### src/rtl/uart_rx_frame.sv
// Oversampling UART receive framer: start detect, majority vote, parity/stop check.
// Define UART_RX_SYNC_EN to pass RX_IN through a two-flop synchronizer first.
module uart_rx_frame #(
   parameter int DATA_SIZE = 8
) (
   input  logic                 CLK_RX,
   input  logic                 RST_RX,
   input  logic                 RX_IN,
   input  logic                 PAR_EN,
   input  logic                 PAR_TYP,
   input  logic [5:0]           Prescale,
   output logic [DATA_SIZE-1:0] P_DATA,
   output logic                 Data_valid,
   output logic                 par_err,
   output logic                 stp_err
);

   localparam int BW = (DATA_SIZE > 1) ? $clog2(DATA_SIZE) : 1;
   localparam logic [BW-1:0] LAST_BIT = BW'(DATA_SIZE - 1);

   typedef enum logic [2:0] {
      IDLE,
      START,
      DATA,
      PARITY,
      STOP
   } state_t;

   state_t               state;
   state_t               state_n;
   logic                 rx;
   logic [5:0]           edge_cnt;
   logic [BW-1:0]        bit_cnt;
   logic [DATA_SIZE-1:0] shift;
   logic [2:0]           samp;
   logic [5:0]           ps_q;
   logic                 pe_q;
   logic                 pt_q;
   logic                 par_bad;
   logic                 start_frame;
   logic                 done;
   logic                 last;
   logic                 vote;
   logic                 exp_par;
   logic [5:0]           half;

`ifdef UART_RX_SYNC_EN
   logic [1:0] sync_q;

   always_ff @(posedge CLK_RX) begin
      if (RST_RX) sync_q <= 2'b11;
      else        sync_q <= {sync_q[0], RX_IN};
   end

   assign rx = sync_q[1];
`else
   assign rx = RX_IN;
`endif

   assign half    = {1'b0, ps_q[5:1]};
   assign last    = (edge_cnt == ps_q - 6'd1);
   assign vote    = (samp[0] & samp[1]) | (samp[0] & samp[2]) |
                    (samp[1] & samp[2]);
   assign exp_par = pt_q ? ~^shift : ^shift;

   // The last STOP clock already sees the next bit period, so a low line
   // there starts the next frame with no idle gap.
   always_comb begin
      state_n     = state;
      start_frame = 1'b0;
      done        = 1'b0;
      unique case (state)
         IDLE: begin
            if (!rx) begin
               state_n     = START;
               start_frame = 1'b1;
            end
         end
         START: begin
            if (last) state_n = vote ? IDLE : DATA;
         end
         DATA: begin
            if (last && bit_cnt == LAST_BIT)
               state_n = pe_q ? PARITY : STOP;
         end
         PARITY: begin
            if (last) state_n = STOP;
         end
         STOP: begin
            if (last) begin
               done = 1'b1;
               if (!rx) begin
                  state_n     = START;
                  start_frame = 1'b1;
               end else begin
                  state_n = IDLE;
               end
            end
         end
         default: state_n = IDLE;
      endcase
   end

   always_ff @(posedge CLK_RX) begin
      if (RST_RX) begin
         state      <= IDLE;
         edge_cnt   <= '0;
         bit_cnt    <= '0;
         shift      <= '0;
         samp       <= '0;
         ps_q       <= '0;
         pe_q       <= 1'b0;
         pt_q       <= 1'b0;
         par_bad    <= 1'b0;
         P_DATA     <= '0;
         Data_valid <= 1'b0;
         par_err    <= 1'b0;
         stp_err    <= 1'b0;
      end else begin
         state      <= state_n;
         Data_valid <= 1'b0;
         par_err    <= 1'b0;
         stp_err    <= 1'b0;

         if (start_frame) begin
            edge_cnt <= '0;
            bit_cnt  <= '0;
            par_bad  <= 1'b0;
            ps_q     <= Prescale;
            pe_q     <= PAR_EN;
            pt_q     <= PAR_TYP;
         end else if (state != IDLE) begin
            edge_cnt <= last ? 6'd0 : edge_cnt + 6'd1;
         end

         if (state != IDLE) begin
            if (edge_cnt == half - 6'd1) samp[0] <= rx;
            if (edge_cnt == half)        samp[1] <= rx;
            if (edge_cnt == half + 6'd1) samp[2] <= rx;
         end

         if (state == DATA && last) begin
            shift[bit_cnt] <= vote;
            bit_cnt        <= (bit_cnt == LAST_BIT) ? '0 : bit_cnt + 1'b1;
         end

         if (state == PARITY && last)
            par_bad <= (vote != exp_par);

         if (done) begin
            if (vote && !par_bad) begin
               P_DATA     <= shift;
               Data_valid <= 1'b1;
            end else begin
               par_err <= par_bad;
               stp_err <= !vote;
            end
         end
      end
   end

endmodule
### config.mk
export PLATFORM = sky130hd
export DESIGN_NAME = uart_rx_frame
export DESIGN_NICKNAME = d
export VERILOG_FILES = /design/src/rtl/uart_rx_frame.sv
export SDC_FILE = /design/constraint.sdc
export NUM_CORES = 1
export LEC_CHECK = 0
export CAP_MARGIN = 30
export CORE_ASPECT_RATIO = 1.1
export CORE_UTILIZATION = 43
export CTS_CLUSTER_SIZE = 20
export DETAILED_ROUTE_END_ITERATION = 16
export MAX_ROUTING_LAYER = met4
export PLACE_DENSITY = 0.62
export SYNTH_ARGS = -nofsm -noshare
export SYNTH_HDL_FRONTEND = slang
export SYNTH_SLANG_ARGS = --single-unit
### constraint.sdc
create_clock -name CLK_RX -period 3.49 [get_ports CLK_RX]
set_clock_uncertainty 0.05 [all_clocks]
set_input_delay 0.8725 -clock CLK_RX [delete_from_list [all_inputs] [get_ports CLK_RX]]
set_output_delay 0.8725 -clock CLK_RX [all_outputs]
set_load 0.01 [all_outputs]
==> out/qor.csv, run 1 <==
stage,metric,value,unit
outcome,status,finished clean,
floorplan,start_util,45.0,%
clocking,clk_latency,0.30,ns
synth,synth_most_common_cell,nand2_1,
layout,area_delta_synth_final,11.4,%
sta,finalSetupTns,0,ns
layout,multiInputGateArea,1590,um2
sta,finalHoldWorstSlack,0.412,ns
synth,synth_top_cell_by_area,dfxtp_1,
power_and_ir_drop,power,1.24,mW
layout,nNetsFinal,327,
min_path,hold_path_class,flip-flop to flip-flop,
global_route,grt_max_degree,25,
sta,worst_pin_slew,0.655,ns
power_and_ir_drop,power.density,427,nW/um2
worst_setup_path,critPathCaptureType,flip-flop,
clocking,clk_path_buf_depth,2,
synth,synth_area,2610,um2
synth,ys_seq_area_share,33.0,%
power_and_ir_drop,ir_worst_vdd,0.236,mV
global_route,overflow,0,
synth,synthCells,300,
drt,drcViolationCount,0,
sta,maxSlewHeadroom,56.1,%
run,cap_violations,0,
drt,ant_nets,0,
sta,rsz0062_at_grt,no,
sta,drv_slew,0,
sta,period_needed,2.80,ns
synth,ys.warnings.count,0,
sta,fin_crit_sh,80.2,%
worst_setup_path,critPathRequiredTime,3.66,ns
global_route,antenna_found_initial,0,
clocking,cts_made_buffers,5,
layout,fillerInstances,560,
global_route,grt_pass1_vias,1842,
floorplan,die_height,83.7,um
clocking,clk_pin_slew,0.09,ns
worst_setup_path,worstSetupPathType,flip-flop to flip-flop,
clocking,tritoncts,done,
synth,yosysTopAreaCellShare,33.0,%
placed_design,numPortBuffers,21,
drt,dr.pass1.iters,4,
sta,setup_ws,0.692,ns
synth,ys.flop_type,dfxtp_1,
clocking,post_cts_resized,0,
worst_setup_path,regToRegSetupSlack,0.69,ns
placed_design,pre_cts_slack,0.627,ns
floorplan,core,5810,um2
floorplan,rows,29,
sta,setup_viol,0,
sta,hold_violations,0,
layout,regArea,861,um2
clocking,hold_buffers,0,
worst_setup_path,cp.arrival,2.97,ns
sta,fmax,357,MHz
synth,ys_seq_elements,43,
drt,wl_per_cell,13.3,um
floorplan,dieArea,6390,um2
placed_design,placedInstanceArea,2810,um2
placed_design,routabilityCongestion,0.790,
drt,wirelength,5160,um
synth,synth_edf_count,0,
clocking,cts_setup_buffers,0,
synth,synth_cell_types,50,
power_and_ir_drop,p_leak,1.08,nW
worst_setup_path,critPathMaxFanout,12,
synth,synth_area_leaders,"dfxtp_1, mux2i_1, nand2_1",
layout,drive_above_1_share,8.71,%
global_route,grt_pass1_wl,8840,um
drt,drtIter0Drc,143,
layout,final_area,2910,um2
drt,vias,2049,
synth,ys_top_cells_by_count,"nand2_1, dfxtp_1, mux2i_1",
worst_setup_path,cp-start-kind,flip-flop,
clocking,cts-root-buf,clkbuf_8,
synth,async_flop_share,0,%
synth,syn_nets,318,
drt,viasPerCell,5.29,
clocking,ctsHtreeMaxLevel,2,
layout,diodes,0,
global_route,groute.usage.overall,17.7,%
clocking,clock-sinks,43,
floorplan,die_x,76.3,um
placed_design,hpwl,3760,um
floorplan,num_io_pins,22,
synth,syn-mean-instance-area,8.70,um2
placed cells by master, fill, tap and decap left out, drive strengths merged, types with 2 or more instances in the layout:
master	count
nand2b	5
a21oi	4
dfxtp	43
xnor2	18
or2	2
nand3	15
o21ai	4
a41o	3
nor2b	3
nor2	15
xor2	8
inv	10
and3	2
nor4b	6
o211ai	3
ha	7
o221ai	4
nor3b	3
o31a	3
buf	4
and2	5
mux2i	28
o21a	4
nor3	10
clkbuf	5
or3	4
nand2	50
nor4	7
nand4	2
a2111oi	2
clkdlybuf4s50	21
o2111ai	2
sequential cells by signal, summed over array words and instances (netlist names), 3 cells and up:
signal    count
P_DATA        8
samp          3
bit_cnt       3
edge_cnt      6
ps_q          6
shift         8
state         3
metrics by stage:
step	cells	util, %
after CTS	387	50.1
after global placement	378	48.3
after floorplan	300	-
after global routing	387	50.1
after detailed placement	379	48.5
final	387	50.1
power by group:
group	internal, mW	switching [mW]
combinational	0.144	0.193
sequential	0.516	0.0536
clock	0.147	0.187
total	0.807	0.434
kinds of logic (layout without fill, tap and decap cells):
kind of cell | count (synthesis) | count (layout) | share of synthesized area (%)
mux | 29 | 29 | 11.2
xor+xnor | 26 | 26 | 9.01
fa+ha+maj | 8 | 8 | 3.74
flops | 43 | 43 | 33.0
compound gates | 34 | 34 | 10.7
simple gates | 129 | 129 | 26.1
buf+inv | 31 | 41 | 6.28
worst max-delay path, stage by stage (launching register included):
cell	delay, ns
dfxtp_1	0.53
inv_1	0.11
ha_1	0.23
nor3b_2	0.18
and3_1	0.23
o211ai_2	0.51
o31a_1	0.61
mux2i_1	0.25
per-layer routing:
metal	part of all wire, %	vias up	GRT usage, %
met5	0	-	-
met4	1.5	0	6.29
met3	4.0	9	4.04
met2	46	34	27.1
met1	49	940	22.8
li1	-	1066	-
layout make-up:
| cell class | instances | area share [%] |
|---|---|---|
| clock inverter | 3 | 0.903 |
| timing repair buffer | 25 | 8.26 |
| inverter | 8 | 1.03 |
| sequential | 43 | 29.6 |
| multi-input combinational | 226 | 54.5 |
| tap | 77 | 3.31 |
| clock buffer | 5 | 2.37 |
final timing paths:
check / start / endpoint / cells past startpoint
worst max-delay path: ps_q[2] / pe_q / 7
worst min-delay path: P_DATA[0] / P_DATA[0] / 2
worst max register to register: ps_q[2] / pe_q / 7
worst min register to register: P_DATA[0] / P_DATA[0] / 2
Power figures use the tool's default switching activity.
==> run 2, diff against run 1 <==
clock period = 2.7 ns   (was 3.49 ns; I/O delays follow)
==> run 2 against run 1 <==
Effect of this change:
- first-iteration DRC count decreased by 58%
- worst setup slack got worse by 0.30 ns
- final cell count increased by 2.1%
- highest routed layer unchanged
- worst hold slack got worse by 0.00063 ns
- combinational power increased by 38%
- register-to-register slack got worse by 0.30 ns
- critical path depth increased by 1
- sequential cell count unchanged
- core utilization increased by 2.0 points
- critical endpoint is now ps_q[4]
- design area increased by 3.9%
- routed wire length about the same
- critical path type unchanged
- die area unchanged
==> out/qor.csv, run 2 (synthesis results as in run 1) <==
stage,metric,value,unit,change
power_and_ir_drop,power.density,595,nW/um2,+39%
layout,fillerInstances,565,,+0.89%
sta,hold_violations,0,,unchanged
clocking,clk_path_buf_depth,2,,unchanged
floorplan,num_io_pins,22,,unchanged
power_and_ir_drop,pwr-share-comb,25.9,%,-1.3 points
min_path,hold_path_class,flip-flop to flip-flop,,
global_route,groute.usage.overall,18.3,%,+0.57 points
floorplan,dieArea,6390,um2,unchanged
worst_setup_path,crit_path_max_incr_delay,0.41,ns,-0.20 ns
worst_setup_path,critPathCaptureType,flip-flop,,
power_and_ir_drop,internal_power,1.25,mW,+54%
floorplan,die_x,76.3,um,unchanged
power_and_ir_drop,pwr-share-seq,40.4,%,-5.5 points
sta,fmax,434,MHz,+21%
power_and_ir_drop,p_switching,0.551,mW,+27%
clocking,hold_buffers,0,,unchanged
layout,area_delta_synth_final,15.8,%,
drt,wirelength,5160,um,about the same
clocking,tritoncts,done,,
placed_design,routabilityCongestion,0.834,,+5.6%
placed_design,numPortBuffers,21,,unchanged
global_route,antenna_found_initial,0,,unchanged
layout,drive_above_1_share,11.0,%,+2.3 points
drt,drtIter0Drc,60,,-58%
drt,dr.pass1.iters,4,,unchanged
layout,multiInputGateArea,1590,um2,unchanged
clocking,clk_pin_slew,0.09,ns,about the same
worst_setup_path,crit_path_start,ps_q[0],,
floorplan,core,5810,um2,unchanged
run,cap_violations,0,,unchanged
drt,wl_per_cell,13.1,um,-2.0%
clocking,clock-sinks,43,,unchanged
worst_setup_path,crit_buf_inv,2,,+1
power_and_ir_drop,ir_worst_vdd,0.344,mV,+46%
worst_setup_path,worstSetupPathType,flip-flop to flip-flop,,
layout,diodes,0,,unchanged
worst_setup_path,r2r-start,ps_q[0],,
placed_design,hpwl,3780,um,+0.77%
clocking,ctsHtreeMaxLevel,2,,unchanged
layout,utilization,52.1,%,+2.0 points
worst_setup_path,crit_family,compound AO/OA/AOI/OAI gates,,
worst_setup_path,cpMaxStageDelayCell,dfxtp_1,,
clocking,clk_latency,0.30,ns,about the same
drt,viasPerCell,5.23,,-1.3%
clocking,cts_made_buffers,5,,unchanged
worst_setup_path,cp-start-kind,flip-flop,,
clocking,post_cts_resized,0,,unchanged
drt,vias,2064,,+0.73%
sta,period_needed,2.31,ns,-0.492 ns
worst_setup_path,critPathRequiredTime,2.88,ns,-0.78 ns
power_and_ir_drop,p_leak,1.14,nW,+5.5%
outcome,status,finished clean,,
global_route,grt_max_degree,25,,unchanged
floorplan,die_height,83.7,um,unchanged
clocking,cts-root-buf,clkbuf_8,,
sta,maxSlewHeadroom,70.2,%,+14 points
sta,finalSetupTns,0,ns,unchanged
global_route,grt_pass1_vias,1919,,+4.2%
layout,reg.largest.list,"P_DATA (8), shift (8)",,
min_path,hp-start,P_DATA[0],,
worst_setup_path,regToRegSetupSlack,0.39,ns,-0.30 ns
floorplan,start_util,45.0,%,unchanged
layout,nNetsFinal,335,,+2.4%
sta,drv_slew,0,,unchanged
power_and_ir_drop,switching_share,30.7,%,-4.3 points
drt,ant_nets,0,,unchanged
worst_setup_path,cp.arrival,2.48,ns,-0.49 ns
global_route,grt_pass1_wl,9090,um,+2.9%
sta,rsz0062_at_grt,no,,
worst_setup_path,crit_chain,inv_1 -> ha_1 -> and2_4 -> a211oi_1 -> o31a_4 -> o31a_1 -> buf_12 -> mux2i_1,,
global_route,overflow,0,,unchanged
power_and_ir_drop,clkPwrFrac,33.7,%,+6.8 points
sta,worst_pin_slew,0.443,ns,-0.213 ns
layout,mostFrequentLayoutCell,nand2_1,,
worst_setup_path,critPathMaxFanout,24,,+12
layout,final_cell_mix,"nand2_1, dfxtp_1, mux2i_1",,
sta,setup_viol,0,,unchanged
drt,drcViolationCount,0,,unchanged
floorplan,rows,29,,unchanged
sta,fin_crit_sh,85.4,%,+5.2 points
layout,regArea,861,um2,unchanged
clocking,cts_setup_buffers,0,,unchanged
==> run 2: changes by cell type in the layout (fill, tap and decap cells not counted), sizes merged <==
| cell | before | now |
|---|---|---|
| buf | 4 | 12 |
| bufinv | 0 | 2 |
| clkinv | 1 | 0 |
| clkinvlp | 0 | 1 |
| inv | 10 | 8 |
==> run 2: power by group through the flow <==
| stage | logic [mW] | registers, mW | clock network, mW |
|---|---|---|---|
| floorplan | 0.400 | 0.707 | 0 |
| CTS | 0.470 | 0.725 | 0.618 |
| finish | 0.465 | 0.726 | 0.606 |
| detailed placement | 0.470 | 0.741 | 0 |
| global route | 0.519 | 0.736 | 0.646 |
| global placement | 0.463 | 0.740 | 0 |
==> run 2: stage by stage <==
step	total power, mW	worst slack [ns]	hold slack [ns]	cells	instance area (um2)
after global placement	1.20	0.286	0.393	387	2890
after detailed placement	1.21	0.240	0.395	387	2890
after global routing	1.90	0.195	0.430	395	3020
final	1.80	0.394	0.411	395	3020
after floorplan	1.11	0.393	0.386	300	2610
after CTS	1.81	0.377	0.416	395	3020
==> run 2: worst min-delay path: cells and delay by family, from the launching register on <==
family / cells / cell delay [ns]
mux: 1 / 0.05
simple gates: 1 / 0.05
flops: 1 / 0.32
==> run 2: path summary, 6_finish.rpt <==
| check | to | cells after the start |
|---|---|---|
| min | P_DATA[0] | 2 |
| max | ps_q[4] | 8 |
| max reg2reg | ps_q[4] | 8 |
| min reg2reg | P_DATA[0] | 2 |
==> run 2: area by class of cell <==
cell class	count	share of cell area, %
Inverter	8	0.993
Multi-Input combinational cell	226	52.5
Clock buffer	5	2.28
Tap cell	77	3.19
Sequential cell	43	28.5
Clock inverter	3	2.24
Timing Repair Buffer	33	10.3
==> run 2: metal layers <==
| metal | up-vias | routed length [um] | track usage (%) |
|---|---|---|---|
| met5 | - | 0 | - |
| met4 | 0 | 115 | 6.64 |
| met3 | 9 | 132 | 3.61 |
| met2 | 29 | 2280 | 26.9 |
| met1 | 949 | 2630 | 24.6 |
| li1 | 1077 | - | - |
